<file path="config.mk">
export PLATFORM = sky130hd
export DESIGN_NAME = blit_mem_seq
export DESIGN_NICKNAME = d
export VERILOG_FILES = /design/src/rtl/blit_pkg.sv /design/src/rtl/blit_prio_arb.sv /design/src/rtl/blit_mem_seq.sv
export SDC_FILE = /design/constraint.sdc
export NUM_CORES = 1
export LEC_CHECK = 0
export CORE_MARGIN = 4
export CORE_UTILIZATION = 45
export DETAILED_ROUTE_END_ITERATION = 8
export HOLD_SLACK_MARGIN = 0.03
export PLACE_DENSITY = 0.8
export SETUP_SLACK_MARGIN = 0.3
export SYNTH_ARGS = -nofsm -noshare
export SYNTH_HDL_FRONTEND = slang
export SYNTH_SLANG_ARGS = --single-unit
</file>
<file path="constraint.sdc">
create_clock -name CCLK -period 2.25 [get_ports CCLK]
set_clock_uncertainty 0.05 [all_clocks]
set_input_delay 0.225 -clock CCLK [delete_from_list [all_inputs] [get_ports CCLK]]
set_output_delay 0.225 -clock CCLK [all_outputs]
set_load 0.02 [all_outputs]
</file>
<file path="src/rtl/blit_pkg.sv">
// Shared types and default sizing for the blitter memory cycle sequencer.
package blit_pkg;

   localparam int unsigned BLIT_NCH_DEF = 3;
   localparam int unsigned BLIT_WSW_DEF = 3;

   // Memory cycle phases: idle, address/start tick, wait ticks, end tick.
   typedef enum logic [1:0] {
      ST_IDLE = 2'd0,
      ST_T1   = 2'd1,
      ST_TW   = 2'd2,
      ST_T2   = 2'd3
   } blit_state_e;

   // True while a memory cycle owns the bus (T1, TW or T2).
   function automatic logic in_cycle(input blit_state_e st);
      return (st != ST_IDLE);
   endfunction

endpackage

</file>
<file path="src/rtl/blit_prio_arb.sv">
// Fixed-priority arbiter: the lowest-index requester wins, result is one-hot.
module blit_prio_arb #(
   parameter int NCH = 3
) (
   input  logic [NCH-1:0] req,
   output logic [NCH-1:0] gnt
);

   logic found_s;

   // Scan from channel 0 upwards; once a requester is found all later ones are masked.
   always_comb begin
      gnt     = {NCH{1'b0}};
      found_s = 1'b0;
      for (int i = 0; i < NCH; i++) begin
         gnt[i]  = req[i] & ~found_s;
         found_s = found_s | req[i];
      end
   end

endmodule

</file>
<file path="src/rtl/blit_mem_seq.sv">
// Blitter memory cycle sequencer: arbitrates cycle requests, runs the
// T1/TW/T2 timing with programmed and external wait states, and drives
// registered memory strobes plus cycle-position flags.
module blit_mem_seq
   import blit_pkg::*;
#(
   parameter int NCH = BLIT_NCH_DEF,
   parameter int WSW = BLIT_WSW_DEF
) (
   input  logic           CCLK,
   input  logic           RESETL,
   input  logic [NCH-1:0] CRQ,
   input  logic           ACKINT,
   input  logic           WAITL,
   input  logic [WSW-1:0] WSTATES,
   input  logic [NCH-1:0] DSTWR,
   input  logic [NCH-1:0] WRES,
   input  logic           INHIB,
   output logic           BMREQ,
   output logic           BRD,
   output logic           BWR,
   output logic           BWORD,
   output logic           DATOEL,
   output logic           CYCST,
   output logic           CYCEND,
   output logic           ICYCST,
   output logic           ICYCEND,
   output logic [NCH-1:0] GNT,
   output logic [NCH-1:0] UPD
);

   localparam logic [WSW-1:0] CNT_ZERO = {WSW{1'b0}};
   localparam logic [WSW-1:0] CNT_ONE  = WSW'(1'b1);
   localparam logic [NCH-1:0] CH_NONE  = {NCH{1'b0}};

   blit_state_e    state_r, nxt_state_s;
   logic [WSW-1:0] cnt_r, nxt_cnt_s, dec_cnt_s;
   logic [NCH-1:0] gnt_r, nxt_gnt_s, arb_gnt_s, upd_r;
   logic           wr_r, wres_r, nxt_wr_s, nxt_wres_s;
   logic           start_s, nxt_act_s, nxt_bwr_s;
   logic           bmreq_r, brd_r, bwr_r, bword_r, datoel_r, cycst_r, cycend_r;

   blit_prio_arb #(.NCH(NCH)) u_arb (
      .req (CRQ),
      .gnt (arb_gnt_s)
   );

   assign start_s   = ACKINT & (|CRQ);
   // The counter holds the programmed waits still owed after the current tick.
   assign dec_cnt_s = (cnt_r != CNT_ZERO) ? (cnt_r - CNT_ONE) : cnt_r;

   // Next-state decode; a new cycle latches owner, direction and width so later CRQ changes are ignored.
   always_comb begin
      nxt_state_s = state_r;
      nxt_cnt_s   = cnt_r;
      nxt_gnt_s   = gnt_r;
      nxt_wr_s    = wr_r;
      nxt_wres_s  = wres_r;
      if (!RESETL) begin
         nxt_state_s = ST_IDLE;
         nxt_cnt_s   = CNT_ZERO;
         nxt_gnt_s   = CH_NONE;
         nxt_wr_s    = 1'b0;
         nxt_wres_s  = 1'b0;
      end else begin
         case (state_r)
            ST_IDLE, ST_T2: begin
               if (start_s) begin
                  nxt_state_s = ST_T1;
                  nxt_cnt_s   = WSTATES;
                  nxt_gnt_s   = arb_gnt_s;
                  nxt_wr_s    = |(DSTWR & arb_gnt_s);
                  nxt_wres_s  = |(WRES & arb_gnt_s);
               end else begin
                  nxt_state_s = ST_IDLE;
                  nxt_cnt_s   = CNT_ZERO;
                  nxt_gnt_s   = CH_NONE;
                  nxt_wr_s    = 1'b0;
                  nxt_wres_s  = 1'b0;
               end
            end
            ST_T1: begin
               if ((cnt_r != CNT_ZERO) || !WAITL) begin
                  nxt_state_s = ST_TW;
                  nxt_cnt_s   = dec_cnt_s;
               end else begin
                  nxt_state_s = ST_T2;
               end
            end
            ST_TW: begin
               if ((cnt_r == CNT_ZERO) && WAITL) begin
                  nxt_state_s = ST_T2;
               end else begin
                  nxt_state_s = ST_TW;
                  nxt_cnt_s   = dec_cnt_s;
               end
            end
            default: begin
               nxt_state_s = ST_IDLE;
               nxt_cnt_s   = CNT_ZERO;
               nxt_gnt_s   = CH_NONE;
               nxt_wr_s    = 1'b0;
               nxt_wres_s  = 1'b0;
            end
         endcase
      end
   end

   assign nxt_act_s = in_cycle(nxt_state_s);
   assign nxt_bwr_s = nxt_act_s & nxt_wr_s & ~INHIB;

   // Sequencer state, wait counter and latched cycle attributes.
   always_ff @(posedge CCLK) begin
      if (!RESETL) begin
         state_r <= ST_IDLE;
         cnt_r   <= CNT_ZERO;
         gnt_r   <= CH_NONE;
         wr_r    <= 1'b0;
         wres_r  <= 1'b0;
      end else begin
         state_r <= nxt_state_s;
         cnt_r   <= nxt_cnt_s;
         gnt_r   <= nxt_gnt_s;
         wr_r    <= nxt_wr_s;
         wres_r  <= nxt_wres_s;
      end
   end

   // Registered strobes: each reflects the phase being entered; write data is enabled from the second write tick.
   always_ff @(posedge CCLK) begin
      if (!RESETL) begin
         bmreq_r  <= 1'b0;
         brd_r    <= 1'b0;
         bwr_r    <= 1'b0;
         bword_r  <= 1'b0;
         datoel_r <= 1'b1;
         cycst_r  <= 1'b0;
         cycend_r <= 1'b0;
         upd_r    <= CH_NONE;
      end else begin
         bmreq_r  <= ((nxt_state_s == ST_T1) || (nxt_state_s == ST_TW)) & ~(nxt_wr_s & INHIB);
         brd_r    <= nxt_act_s & ~nxt_wr_s;
         bwr_r    <= nxt_bwr_s;
         bword_r  <= nxt_act_s & nxt_wres_s;
         datoel_r <= ~(nxt_bwr_s & bwr_r);
         cycst_r  <= (nxt_state_s == ST_T1);
         cycend_r <= (nxt_state_s == ST_T2);
         upd_r    <= (state_r == ST_T2) ? gnt_r : CH_NONE;
      end
   end

   assign BMREQ   = bmreq_r;
   assign BRD     = brd_r;
   assign BWR     = bwr_r;
   assign BWORD   = bword_r;
   assign DATOEL  = datoel_r;
   assign CYCST   = cycst_r;
   assign CYCEND  = cycend_r;
   assign ICYCST  = (nxt_state_s == ST_T1);
   assign ICYCEND = (nxt_state_s == ST_T2);
   assign GNT     = gnt_r;
   assign UPD     = upd_r;

endmodule
</file>
==> out/results.txt, run 1 <==
CP Class -> reg2out
die area -> 3053 um^2
layout cells sized above 1 -> 0.3333
Final WS setup -> 0.2952 ns
DR vias -> 878
crit-path cells -> inv_2 > ha_4 > o31ai_4 > and2_4 > ha_4 > buf_6
CTS Buffer Depth -> 2
Leakage Power -> 0.6402 nW
Pwr Density -> 664.5 nW/um^2
CTS tree -> built
WL/cell -> 14.70 um
final period utilization -> 0.8688
Routed WL -> 2513 um
Startpoint Class -> register
Largest stage delay, worst path -> 0.35 ns
Cells after Synth -> 100
final hold viol count -> 0
final core occ -> 0.7837
H-tree levels -> 1
ys async rst share -> 0
mapped cell area -> 1005 um^2
port buffer count -> 31
post-route ant nets -> 0
Core Footprint -> 2042 um^2
WP data arrival -> 1.68 ns
#FFs+latches synth -> 20
most frequent CP cell -> ha_4
Ant. Diodes -> 0
minimum clock period -> 1.955 ns
gr usage total -> 0.1616
DP Area -> 1410 um^2
CTS Hold Bufs -> 0
synth unique cells -> 37
Worst-Margin Slew -> 0.3106 ns
fin area -> 1600 um^2
relative slew slack -> 0.7902
Worst path top cell family by delay -> adder cells
Setup crit start -> state_r[0]
vias per inst -> 5.135
die width -> 55.25 um
I/O pin cnt -> 32
Hold Slack -> 0.4346 ns
peak supply drop -> 0.0005316 V
Worst R2R Setup Slack -> 0.35 ns
Critical Path RT -> 1.98 ns
worst min-delay path class -> reg2reg
Crit path depth -> 6
Worst R2R End -> BMREQ
Crit Path Max Fanout -> 4
Synth Flop Type -> dfxtp_1
nature of the critical path endpoint -> primary output
RSZ-0062 raised after global routing -> yes
drt pass-1 iters -> 4
clk_lat worst skew -> 0.30 ns
first-pass GRT wire length -> 3974 um
Final Setup Violations -> 0
area growth from synthesis to layout -> 59.28%
Place WS -> -0.1443 ns
max cap viols -> 0
DRT iter0 DRCs -> 4
Die Y -> 55.25 um
Seq/Total Area, Yosys -> 0.3985
register clock-pin slew on the reported worst setup and hold paths -> 0.12 ns
# DRC -> 0
Placer Congestion -> 0.7735
Syn Nets -> 125
number of flops mapped to enable cells by yosys -> 0
grt ovf -> 0
crit path capture -> ICYCST
vias in the first global route -> 846
Num CTS Buffers -> 3
FF-to-FF path depth -> 9
row cnt -> 16
Pins Over Slew Limit -> 0
initial antenna violation count -> 0
syn avg cell area -> 10.05 um^2
maximum clock frequency -> 511.6 MHz
status -> complete, no violations
Buffers & Inverters on Critical Path -> 2
CP max stage cell -> dfxtp_2
largest net degree at the start of global routing -> 16
# clock sinks -> 20
CTS Root Cell -> clkbuf_4
final net count -> 170
Initial Utilization -> 0.4920
DP HPWL -> 1772 um
launching point of the worst reg2reg path -> state_r[0]
yosys warns -> 0
[sequential cells by signal, indices dropped and copies added, names as in the netlist, 2 cells and up]
name / flops
GNT: 3
UPD: 3
cnt_r: 3
state_r: 2
[what timing repair did]
| item | CTS | global route |
|---|---|---|
| gates resized for setup | 37 | 7 |
| pin swaps | 4 | 8 |
| buffers inserted | 1 | 1 |
| gates cloned | 0 | 0 |
| endpoints found under the setup margin | 6 | 4 |
[metrics by stage]
stage	power, mW	setup TNS (ns)	instances
5_1_grt	1.123	0	171
4_1_cts	1.037	0	170
6_report	1.063	0	171
3_3_place_gp	0.7402	-0.2136	165
2_1_floorplan	0.6336	0	100
3_5_place_dp	0.7514	-0.2651	165
[worst reg2reg max path: cells and delay by family (launching register included)]
kind            cells  cell delay [ns]
buf+inv             2             0.22
simple gates        3             0.32
flops               1             0.35
compound gates      2             0.36
fa+ha+maj           2             0.52
[synthesized netlist by cell type (2+ instances only)]
library cell  number  share of area
a21boi_1           4          0.030
a21oi_1            6          0.030
and2_1             5          0.031
and3_1             4          0.025
buf_6              2          0.022
clkbuf_1           3          0.011
dfxtp_1           20           0.40
ha_1               8           0.10
inv_1              7          0.026
nand2_1            2         0.0075
nand2b_1           6          0.037
nand3b_1           2          0.015
nor2_1             4          0.015
nor2b_1            3          0.019
o41ai_1            2          0.017
[how the worst min path moves through the flow]
| stage | from | slack (ns) | cells past startpoint | end |
|---|---|---|---|---|
| global route | GNT[0] | 0.46 | 2 | GNT[0] |
| CTS | GNT[1] | 0.44 | 2 | GNT[1] |
| floorplan | INHIB | 0.29 | 2 | DATOEL |
| finish | GNT[1] | 0.43 | 2 | GNT[1] |
| detailed placement | GNT[1] | 0.42 | 2 | GNT[1] |
| global placement | GNT[1] | 0.41 | 2 | GNT[1] |
[layout by cell type (no fill, tap or decap), types with 2 or more instances in the layout]
cell type / count
inv_1: 3
ha_1: 2
nand2b_4: 2
nor2b_1: 2
clkdlybuf4s50_1: 29
buf_4: 13
and2_1: 4
dfxtp_2: 4
a21oi_1: 6
ha_4: 6
nand2b_1: 4
clkbuf_4: 3
o41ai_1: 2
nor2_1: 4
dfxtp_1: 16
and3_1: 4
inv_2: 4
buf_6: 3
nand3b_1: 2
a21boi_1: 4
[layout make-up]
cell class                      instances  area (um^2)
Multi-Input combinational cell         68        676.9
Fill cell                             136        441.7
Timing Repair Buffer                   45        421.7
Sequential cell                        20        405.4
Clock buffer                            4        36.28
Tap cell                               27        33.78
Inverter                                7        26.28
[power breakdown]
| group | leakage (nW) | total, mW | switching [mW] | internal, mW |
|---|---|---|---|---|
| clock network | 0.0210 | 0.210 | 0.112 | 0.0986 |
| registers | 0.164 | 0.410 | 0.0193 | 0.390 |
| logic | 0.455 | 0.443 | 0.209 | 0.234 |
| total | 0.640 | 1.06 | 0.340 | 0.723 |
[logic make-up after synthesis]
group	synth area share
buffers and inverters	0.05978
XOR/XNOR	0.008719
adder cells (fa/ha/maj)	0.09963
AO/OA/AOI/OAI	0.2067
AND/OR/NAND/NOR	0.2267
flip-flops	0.3985
[metal layers]
metal | global-route usage | wire (um) | vias up
met4 | 0.06250 | 10 | 0
met1 | 0.1923 | 1086 | 416
met5 | 0 | 0 | -
li1 | - | - | 438
met3 | 0.03497 | 126 | 2
met2 | 0.2804 | 1290 | 22
Power figures use the tool's default switching activity.
==> inputs of run 2 (changes only) <==
--- a/config.mk
+++ b/config.mk
@@ -11,6 +11,7 @@
 export HOLD_SLACK_MARGIN = 0.03
 export PLACE_DENSITY = 0.8
 export SETUP_SLACK_MARGIN = 0.3
+export SLEW_MARGIN = 20
 export SYNTH_ARGS = -nofsm -noshare
 export SYNTH_HDL_FRONTEND = slang
 export SYNTH_SLANG_ARGS = --single-unit
==> results of run 2 <==
The final DEF is identical to that of run 1; final timing and power are the same.
==> inputs of run 3 (changes only) <==
--- a/config.mk
+++ b/config.mk
@@ -11,7 +11,6 @@
 export HOLD_SLACK_MARGIN = 0.03
 export PLACE_DENSITY = 0.8
 export SETUP_SLACK_MARGIN = 0.3
-export SLEW_MARGIN = 20
 export SYNTH_ARGS = -nofsm -noshare
 export SYNTH_HDL_FRONTEND = slang
 export SYNTH_SLANG_ARGS = --single-unit
==> results of run 3 <==
The final DEF is identical to that of run 1; final timing and power are the same.
